$ cat src/rtl/inferno_joy_pkg.sv
// Shared types and constants for the analog-stick to digital-direction path.
// Direction vectors are ordered {up, down, left, right}.
package inferno_joy_pkg;

  typedef enum logic [1:0] {
    CENTER = 2'd0,
    POS    = 2'd1,
    NEG    = 2'd2
  } axis_state_t;

  localparam int DIR_UP    = 3;
  localparam int DIR_DOWN  = 2;
  localparam int DIR_LEFT  = 1;
  localparam int DIR_RIGHT = 0;

  localparam int DEF_ON_THR   = 48;
  localparam int DEF_OFF_THR  = 32;
  localparam int DEF_HOLD_CYC = 12000;
  localparam int DEF_HOLD_W   = 16;

  localparam int NUM_STICKS = 4;
  localparam int STICK_L1   = 0;
  localparam int STICK_L2   = 1;
  localparam int STICK_R1   = 2;
  localparam int STICK_R2   = 3;

  // Opposing directions cancel each other out.
  function automatic logic [3:0] socd(input logic [3:0] d);
    logic [3:0] r;
    r = d;
    if (d[DIR_UP] && d[DIR_DOWN]) begin
      r[DIR_UP]   = 1'b0;
      r[DIR_DOWN] = 1'b0;
    end
    if (d[DIR_LEFT] && d[DIR_RIGHT]) begin
      r[DIR_LEFT]  = 1'b0;
      r[DIR_RIGHT] = 1'b0;
    end
    return r;
  endfunction

endpackage

$ cat src/rtl/inferno_axis_hyst.sv
// One stick axis: centre/positive/negative hysteresis FSM with a minimum-hold
// counter that keeps a freshly entered direction asserted for HOLD_CYC cycles.
module inferno_axis_hyst
  import inferno_joy_pkg::*;
#(
  parameter int ON_THR   = DEF_ON_THR,
  parameter int OFF_THR  = DEF_OFF_THR,
  parameter int HOLD_CYC = DEF_HOLD_CYC,
  parameter int HOLD_W   = DEF_HOLD_W
) (
  input  logic              clk_sys,
  input  logic              reset_n,
  input  logic              clear,
  input  logic signed [7:0] value,
  output logic              pos,
  output logic              neg
);

  // Nine bits so that -128 and the negated thresholds compare without overflow.
  localparam logic signed [8:0] ON_P  = 9'(ON_THR);
  localparam logic signed [8:0] ON_N  = -9'(ON_THR);
  localparam logic signed [8:0] OFF_P = 9'(OFF_THR);
  localparam logic signed [8:0] OFF_N = -9'(OFF_THR);
  localparam logic [HOLD_W-1:0] HOLD_LOAD = HOLD_W'(HOLD_CYC);

  axis_state_t       state_reg, state_next;
  logic [HOLD_W-1:0] hold_reg, hold_next;
  logic signed [8:0] v_ext;
  logic              hold_done;

  assign v_ext     = {value[7], value};
  assign hold_done = (hold_reg == '0);

  always_ff @(posedge clk_sys or negedge reset_n) begin
    if (!reset_n) begin
      state_reg <= CENTER;
      hold_reg  <= '0;
    end else begin
      state_reg <= state_next;
      hold_reg  <= hold_next;
    end
  end

  always_comb begin
    state_next = state_reg;
    hold_next  = hold_done ? '0 : hold_reg - HOLD_W'(1);
    if (clear) begin
      state_next = CENTER;
      hold_next  = '0;
    end else begin
      case (state_reg)
        CENTER: begin
          if (v_ext >= ON_P) begin
            state_next = POS;
            hold_next  = HOLD_LOAD;
          end else if (v_ext <= ON_N) begin
            state_next = NEG;
            hold_next  = HOLD_LOAD;
          end
        end
        POS: begin
          if (hold_done) begin
            if (v_ext <= ON_N) begin
              state_next = NEG;
              hold_next  = HOLD_LOAD;
            end else if (v_ext < OFF_P) begin
              state_next = CENTER;
            end
          end
        end
        NEG: begin
          if (hold_done) begin
            if (v_ext >= ON_P) begin
              state_next = POS;
              hold_next  = HOLD_LOAD;
            end else if (v_ext > OFF_N) begin
              state_next = CENTER;
            end
          end
        end
        default: begin
          state_next = CENTER;
          hold_next  = '0;
        end
      endcase
    end
  end

  assign pos = (state_reg == POS);
  assign neg = (state_reg == NEG);

endmodule

$ cat src/rtl/inferno_stick_dir.sv
// Maps the four analog sticks plus both d-pads onto williams2 run/aim inputs.
// Three register stages: input capture, axis FSMs / digital delay, output.
module inferno_stick_dir
  import inferno_joy_pkg::*;
#(
  parameter int ON_THR   = DEF_ON_THR,
  parameter int OFF_THR  = DEF_OFF_THR,
  parameter int HOLD_CYC = DEF_HOLD_CYC,
  parameter int HOLD_W   = DEF_HOLD_W
) (
  input  logic        clk_sys,
  input  logic        reset_n,
  input  logic        analog_en,
  input  logic [3:0]  dig_1,
  input  logic [3:0]  dig_2,
  input  logic [15:0] joyL1a,
  input  logic [15:0] joyL2a,
  input  logic [15:0] joyR1a,
  input  logic [15:0] joyR2a,
  output logic [3:0]  run_1,
  output logic [3:0]  run_2,
  output logic [3:0]  aim_1,
  output logic [3:0]  aim_2
);

  logic        en_s1_reg;
  logic [3:0]  dig1_s1_reg, dig2_s1_reg;
  logic [3:0]  dig1_s2_reg, dig2_s2_reg;
  logic [15:0] joy_in     [NUM_STICKS];
  logic [15:0] joy_s1_reg [NUM_STICKS];
  logic [3:0]  stick_dir  [NUM_STICKS];
  logic        axis_clear;

  assign joy_in[STICK_L1] = joyL1a;
  assign joy_in[STICK_L2] = joyL2a;
  assign joy_in[STICK_R1] = joyR1a;
  assign joy_in[STICK_R2] = joyR2a;
  assign axis_clear       = ~en_s1_reg;

  always_ff @(posedge clk_sys or negedge reset_n) begin
    if (!reset_n) begin
      en_s1_reg   <= 1'b0;
      dig1_s1_reg <= '0;
      dig2_s1_reg <= '0;
      dig1_s2_reg <= '0;
      dig2_s2_reg <= '0;
      for (int i = 0; i < NUM_STICKS; i++) joy_s1_reg[i] <= '0;
    end else begin
      en_s1_reg   <= analog_en;
      dig1_s1_reg <= dig_1;
      dig2_s1_reg <= dig_2;
      dig1_s2_reg <= dig1_s1_reg;
      dig2_s2_reg <= dig2_s1_reg;
      for (int i = 0; i < NUM_STICKS; i++) joy_s1_reg[i] <= joy_in[i];
    end
  end

  // X in the low byte, Y in the high byte; Y negative means up.
  for (genvar gi = 0; gi < NUM_STICKS; gi++) begin : g_stick
    logic x_pos, x_neg, y_pos, y_neg;

    inferno_axis_hyst #(
      .ON_THR  (ON_THR),
      .OFF_THR (OFF_THR),
      .HOLD_CYC(HOLD_CYC),
      .HOLD_W  (HOLD_W)
    ) u_axis_x (
      .clk_sys(clk_sys),
      .reset_n(reset_n),
      .clear  (axis_clear),
      .value  (joy_s1_reg[gi][7:0]),
      .pos    (x_pos),
      .neg    (x_neg)
    );

    inferno_axis_hyst #(
      .ON_THR  (ON_THR),
      .OFF_THR (OFF_THR),
      .HOLD_CYC(HOLD_CYC),
      .HOLD_W  (HOLD_W)
    ) u_axis_y (
      .clk_sys(clk_sys),
      .reset_n(reset_n),
      .clear  (axis_clear),
      .value  (joy_s1_reg[gi][15:8]),
      .pos    (y_pos),
      .neg    (y_neg)
    );

    assign stick_dir[gi] = {y_neg, y_pos, x_neg, x_pos};
  end

  always_ff @(posedge clk_sys or negedge reset_n) begin
    if (!reset_n) begin
      run_1 <= '0;
      run_2 <= '0;
      aim_1 <= '0;
      aim_2 <= '0;
    end else begin
      run_1 <= socd(dig1_s2_reg | stick_dir[STICK_L1]);
      run_2 <= socd(dig2_s2_reg | stick_dir[STICK_L2]);
      aim_1 <= stick_dir[STICK_R1];
      aim_2 <= stick_dir[STICK_R2];
    end
  end

endmodule

$ cat config.mk
export PLATFORM = sky130hd
export DESIGN_NAME = inferno_stick_dir
export DESIGN_NICKNAME = d
export VERILOG_FILES = /design/src/rtl/inferno_joy_pkg.sv /design/src/rtl/inferno_axis_hyst.sv /design/src/rtl/inferno_stick_dir.sv
export SDC_FILE = /design/constraint.sdc
export NUM_CORES = 1
export LEC_CHECK = 0
export CORE_ASPECT_RATIO = 1.1
export CORE_MARGIN = 3
export CORE_UTILIZATION = 60
export CTS_BUF_LIST = sky130_fd_sc_hd__clkbuf_4
export CTS_CLUSTER_DIAMETER = 60
export DETAILED_ROUTE_END_ITERATION = 7
export PLACE_DENSITY = 0.82
export SLEW_MARGIN = 10
export SYNTH_ARGS = -nofsm -noshare
export SYNTH_HDL_FRONTEND = slang
export SYNTH_HIERARCHICAL = 1
export SYNTH_SLANG_ARGS = --single-unit
$ cat constraint.sdc
create_clock -name clk_sys -period 2.5 [get_ports clk_sys]
set_input_delay 0.375 -clock clk_sys [delete_from_list [all_inputs] [get_ports clk_sys]]
set_output_delay 0.375 -clock clk_sys [all_outputs]
set_load 0.05 [all_outputs]
[Word-level counts from Yosys, hierarchy flattened]
Index checks and enable logic that the tools add are counted.
Widths: inputs -> output; s select.
Cells by class
  add/subtract/negate cells: 8
  multiply operators: 0
  divide/modulo/power cells: 0
  magnitude comparators: 32
  eq/ne operators: 56
  shift-type cells: 0
  multiplexer cells: 148
  bitwise operators: 2
  reduce and logical (&&, ||, !) cells: 28
Operators by type and width (count)
  $mux 16: 56
  $pmux 16 s3: 8
  $mux 2: 76
  $logic_not 16->1: 8
  $sub 16x1->16 const B: 8
  $ge 8x7->1 const B: 8
  $gt 8x6->1 const B: 8
  $le 8x7->1 const B: 8
  $lt 8x7->1 const B: 8
  $ne 4x4->1 const B: 16
  $ne 3x3->1 const B: 16
  $pmux 2 s3: 8
  $reduce_and 5->1: 8
  $ne 4x2->1 const B: 8
  $eq 2x1->1 const B: 8
  $eq 2x2->1 const B: 8
  $logic_not 2->1: 8
  $or 4x4->4: 2
  $logic_and 1x1->1: 4
Storage, ports and cells
  bits in registers: 241
  bits in latches: 0
  RAM bits: 0
  bits in read-only memories: 0
  bits of input ports: 75
  output and inout port bits: 16
  word-level logic and storage cells: 303
  memories kept: 0

[Depth between registers and ports, before layout]
  word-level depth: 6
  depth in mapped cells: 7
  depth with buffers taken out: 7

[Modules after synthesis]
Netlist, hierarchy kept.
By module, submodules not included
  inferno_axis_hyst (g_stick[0].u_axis_x ...): times used 7, cells each 115, area an instance 1052.3 um^2, sequential area each 450.4 um^2
  inferno_stick_dir: times used 1, cells each 110, area an instance 2506.2 um^2, sequential area each 2427.3 um^2
  inferno_axis_hyst (g_stick[3].u_axis_y): times used 1, cells each 138, area an instance 1218.7 um^2, sequential area each 450.4 um^2

[Least setup slack after synthesis]
No wires, ideal clock.
  path type: reg-to-reg
  start point: reg g_stick[0].u_axis_x.hold_reg[0]
  end point: reg g_stick[0].u_axis_x.hold_reg[10]
  setup time: 0.130 ns
  arrival time: 2.091 ns
  data required time: 2.370 ns
  setup slack: 0.279 ns
  stages on the path, launching flop included: 8
  path buffers: 0
  period minus slack after synthesis: 2.221 ns
  cell sequence: dfrtp_1 inv_1 ha_1 or4b_2 or4_4 a21o_1 a21oi_4 o21ai_0
Between the ends
  word-level cells in the longest chain between the ends: 6
  elaborated cells between the ends (all ways): 10
  those cells by class: add/sub: 1; mux: 8; reduce/logical: 1
Ends and longest elaborated chain
  from (decl): line inferno_axis_hyst.sv:27  | logic [HOLD_W-1:0] hold_reg, hold_next;
  from (signal assigned): line inferno_axis_hyst.sv:40  | hold_reg <= hold_next;
  $sub 16x1->16 / $logic_not 16->1 (equally long branches): line inferno_axis_hyst.sv:46, inferno_axis_hyst.sv:32
  $mux 16: line inferno_axis_hyst.sv:46  | hold_next = hold_done ? '0 : hold_reg - HOLD_W'(1);
  $mux 16, on equally long branches: line inferno_axis_hyst.sv:73, inferno_axis_hyst.sv:56, inferno_axis_hyst.sv:63
  $mux 16, on equally long branches: line inferno_axis_hyst.sv:72, inferno_axis_hyst.sv:62, inferno_axis_hyst.sv:53
  $pmux 16 s3 *: line inferno_axis_hyst.sv:51  | case (state_reg)
  $mux 16 *: line inferno_axis_hyst.sv:47  | if (clear) begin
  named net g_stick[0].u_axis_x.hold_next[10]: line inferno_axis_hyst.sv:27
The timed path passes the listed nets; every way through them passes the cells marked *.
A chain may end at the register's enable or synchronous reset.

[Worst setup path in the final report]
  start point: reg g_stick[0].u_axis_y.hold_reg[1]
  end point: reg g_stick[0].u_axis_y.hold_reg[10]
Between the ends
  word-level cells in the longest chain between the ends: 6
  elaborated cells between the ends (all ways): 10
  those cells by class: add/sub: 1; mux: 8; reduce/logical: 1
Ends and longest elaborated chain (line)
  from (decl): inferno_axis_hyst.sv:27
  from (signal assigned): inferno_axis_hyst.sv:40
  $sub 16x1->16 / $logic_not 16->1 (equally long branches): inferno_axis_hyst.sv:46, inferno_axis_hyst.sv:32
  $mux 16: inferno_axis_hyst.sv:46
  $mux 16, on equally long branches: inferno_axis_hyst.sv:73, inferno_axis_hyst.sv:56, inferno_axis_hyst.sv:63
  $mux 16, on equally long branches: inferno_axis_hyst.sv:72, inferno_axis_hyst.sv:62, inferno_axis_hyst.sv:53
  $pmux 16 s3 *: inferno_axis_hyst.sv:51
  $mux 16 *: inferno_axis_hyst.sv:47
  named net g_stick[0].u_axis_y.hold_next[10]: inferno_axis_hyst.sv:27
Marks and branches as above.

==> impl_metrics.tcl <==
set metrics [dict create \
    outcome "completed" \
    r2r_slack_ns 0.1 \
    slowest_delay_ns 0.62 \
    first_iter_violations 394 \
    ant_nets 0 \
    crit_path_cell_trace "inv_1 -> ha_1 -> or4b_2 -> or4_4 -> a21o_1 -> a21oi_4 -> o21ai_0" \
    hold_path.class "in2reg" \
    drt-total-wl_mm 21.5 \
    fin_area_sq_um 13200 \
    coreArea_sq_um 17900 \
    synth_top_area_share_pct 54.4 \
    antenna_found_initial 1 \
    holdPathStages 1 \
    syn_nets 1144 \
    hold_viol 0 \
    root_buffer "clkbuf_4" \
    start_util_pct 61.9 \
    syn_avg_cell_area_sq_um 10.5 \
    wl_per_cell_microns 14.3 \
    drv_slew 0 \
    synthArstFlopShare_pct 100 \
    relSlewSlack_pct 60.6 \
    fmax_ghz 0.417 \
    path_class "reg2reg" \
    synth_area_leaders "dfrtp_1 54%, xnor2_1 5.8%, nor2_1 5.2%, nand2_1 2.8%, o21ai_0 2.8%" \
    timing.final.crit_share_pct 96.0 \
    postSynthCellCount 1053 \
    dr_wl_met2_mm 10.7 \
    gr-total-overflow 0 \
    place_congestion 0.880 \
    clock_skew_ns 0.0292 \
    io_buffers 90 \
    yosys_most_used_dff "dfrtp_1" \
    worstMarginPinSlew_ns 0.585 \
    slowest_stage "or4b_2" \
    clkSinkCount 241 \
    synth_cell_types 52 \
    viasPerCell 5.64 \
    grt_pass1_vias 8385 \
    clk_path_buf_depth 3 \
    fillerInstances 1276 \
    netlist_area_sq_um 11100 \
    layout_min_cycle_time_ns 2.40 \
    synth_edf_count 0 \
    ctsHtreeMaxLevel 2 \
    area_delta_synth_final_pct 18.9 \
    hold_end "joy_s1_reg[41]" \
    die_x_microns 136 \
    setup_ws_ns 0.0990 \
    wl_met1_mm 9.41 \
    power.density_nw_per_um2 884 \
    ioPinCount 91 \
    cts_tree "yes" \
    power_leakage_nw 5.63 \
    mostFrequentLayoutCells "241 x dfrtp_1, 153 x nor2_1, 89 x clkdlybuf4s50_1, 83 x nand2_1, 76 x clkbuf_4" \
    track_usage_pct 21.8 \
    ys_ff_latch 241 \
    die_area_sq_um 20200 \
    layout_commonest_cell "dfrtp_1" \
    arrival_ns 2.90 \
    grt_max_degree 70 \
    core.rowCount 51 \
    reg2reg_from "g_stick[0].u_axis_y/hold_reg[1]" \
    drv_cap 0 \
    cp-end-kind "register" \
    firstDrtPassIters 6 \
    grt_pass1_wl_mm 36.7 \
    vias 8440 \
    setup_viol 0 \
    yosysSeqAreaShare_pct 54.4 \
    r2r_end "g_stick[0].u_axis_y/hold_reg[10]" \
    dp_slack_ns 0.0917 \
    clk_pin_slew_worst_paths_ns 0.06 \
    startpoint_type "register" \
    cts_buffers 60 \
    crit_fanout 6 \
    dpl.hpwl_mm 15.1 \
    routed.top_layer "met4" \
    fin_nets 1309 \
    wl_met3_microns 977 \
    die_h_microns 149 \
    placed_area_sq_um 12400 \
    post-route-drc-count 0 \
    drive_gt1_share_pct 13.8 \
    ir_worst_vdd_uv 482 \
    yosys_warnings 6 \
    synth_top_area_cell "dfrtp_1" \
    rr_worst_depth 7 \
    worstPathRequired_ns 3.00 \
    tns_ns 0 \
    min_from "joyL2a[9]" \
    clkLatencyLatePin_ns 0.66 \
]
==> critical path: cells and delay by family, from the launching register on <==
| kind | cells | cell delay, ns |
|---|---|---|
| buffers and inverters | 1 | 0.10 |
| DFF | 1 | 0.41 |
| AOI/OAI and AO/OA | 3 | 0.52 |
| and+or+nand+nor | 2 | 1.10 |
| adders and majority gates | 1 | 0.14 |
==> how the worst max path moves through the flow <==
stage	start	to	depth (start not counted)
after CTS	g_stick[0].u_axis_y/hold_reg[0]	g_stick[0].u_axis_y/hold_reg[10]	7
after floorplan	g_stick[0].u_axis_x/hold_reg[0]	g_stick[0].u_axis_x/hold_reg[10]	7
after global routing	g_stick[0].u_axis_y/hold_reg[1]	g_stick[0].u_axis_y/hold_reg[9]	7
after detailed placement	g_stick[0].u_axis_y/hold_reg[0]	g_stick[0].u_axis_y/hold_reg[7]	7
after global placement	g_stick[1].u_axis_y/hold_reg[0]	g_stick[1].u_axis_y/hold_reg[13]	6
final	g_stick[0].u_axis_y/hold_reg[1]	g_stick[0].u_axis_y/hold_reg[10]	7
==> power breakdown <==
part           switching [mW]  leakage, nW  internal (mW)
Clock                    1.48        0.420           1.53
Combinational            1.80         2.18           1.54
Sequential              0.771         3.03           4.54
Total                    4.04         5.63           7.61
==> synth_stat cells (2+ instances only) <==
| library cell | instances |
|---|---|
| o211a_1 | 2 |
| o31ai_1 | 6 |
| or3_1 | 15 |
| a21oi_1 | 44 |
| a31o_2 | 7 |
| or4_4 | 14 |
| a211o_1 | 8 |
| o22ai_1 | 2 |
| a21oi_4 | 7 |
| a21o_1 | 22 |
| nand2_1 | 83 |
| o2111ai_1 | 2 |
| nor2_2 | 4 |
| nor2b_1 | 10 |
| or4_1 | 16 |
| clkbuf_1 | 2 |
| a311oi_1 | 2 |
| inv_1 | 34 |
| and2_1 | 2 |
| nand2b_1 | 7 |
| a221oi_1 | 7 |
| nor4_1 | 39 |
| nor2_1 | 153 |
| xor2_1 | 22 |
| or2_2 | 10 |
| o311ai_0 | 7 |
| o21ai_0 | 61 |
| o221ai_1 | 14 |
| nor3_1 | 50 |
| ha_1 | 16 |
| xnor2_1 | 73 |
| or4b_2 | 7 |
| nand4b_1 | 15 |
| nand4_1 | 2 |
| a211oi_1 | 15 |
| o211ai_2 | 7 |
| o21a_1 | 4 |
| and3_1 | 8 |
| dfrtp_1 | 241 |
==> through the flow <==
step	util, %	std cells	power [mW]	hold slack, ns
after floorplan	-	1053	7.75	0.0794
after global placement	69.2	1390	8.52	0.332
after detailed placement	69.2	1390	8.64	0.335
after CTS	73.2	1492	11.7	0.0960
after global routing	73.6	1497	12.5	0.0857
final	73.6	1497	11.7	0.159
==> layer usage <==
metal	track usage [%]	vias to the layer above
met5	0	-
met4	7.61	0
met3	4.57	42
met2	36.7	186
met1	28.2	4043
li1	-	4169
==> area by class of cell <==
class	count	area (sq um)	share of cell area, %
flip-flops and latches	241	6030	45.7
diodes	2	5.00	0.0379
clock buffers	76	571	4.33
inverters	34	128	0.967
multi-input cells	774	4940	37.5
well taps	238	298	2.26
repair buffers	107	1090	8.23
clock inverters	25	130	0.986
==> kinds of logic (layout without fill, tap and decap cells) <==
group	count (synthesis)	after routing	synth area share [%]
compound gates	220	220	14.1
xor+xnor	95	95	7.50
mux	1	1	0.0903
other cells	0	2	0
flops	241	241	54.4
simple gates	442	442	20.8
buf+inv	38	242	1.39
fa+ha+maj	16	16	1.81
==> repair_timing <==
action	CTS	global route
setup buffers	0	3
hold endpoints to repair	63	0
hold buffers	1	0
setup endpoints to repair	0	26
resized for setup	0	6
Power figures use the tool's default switching activity.
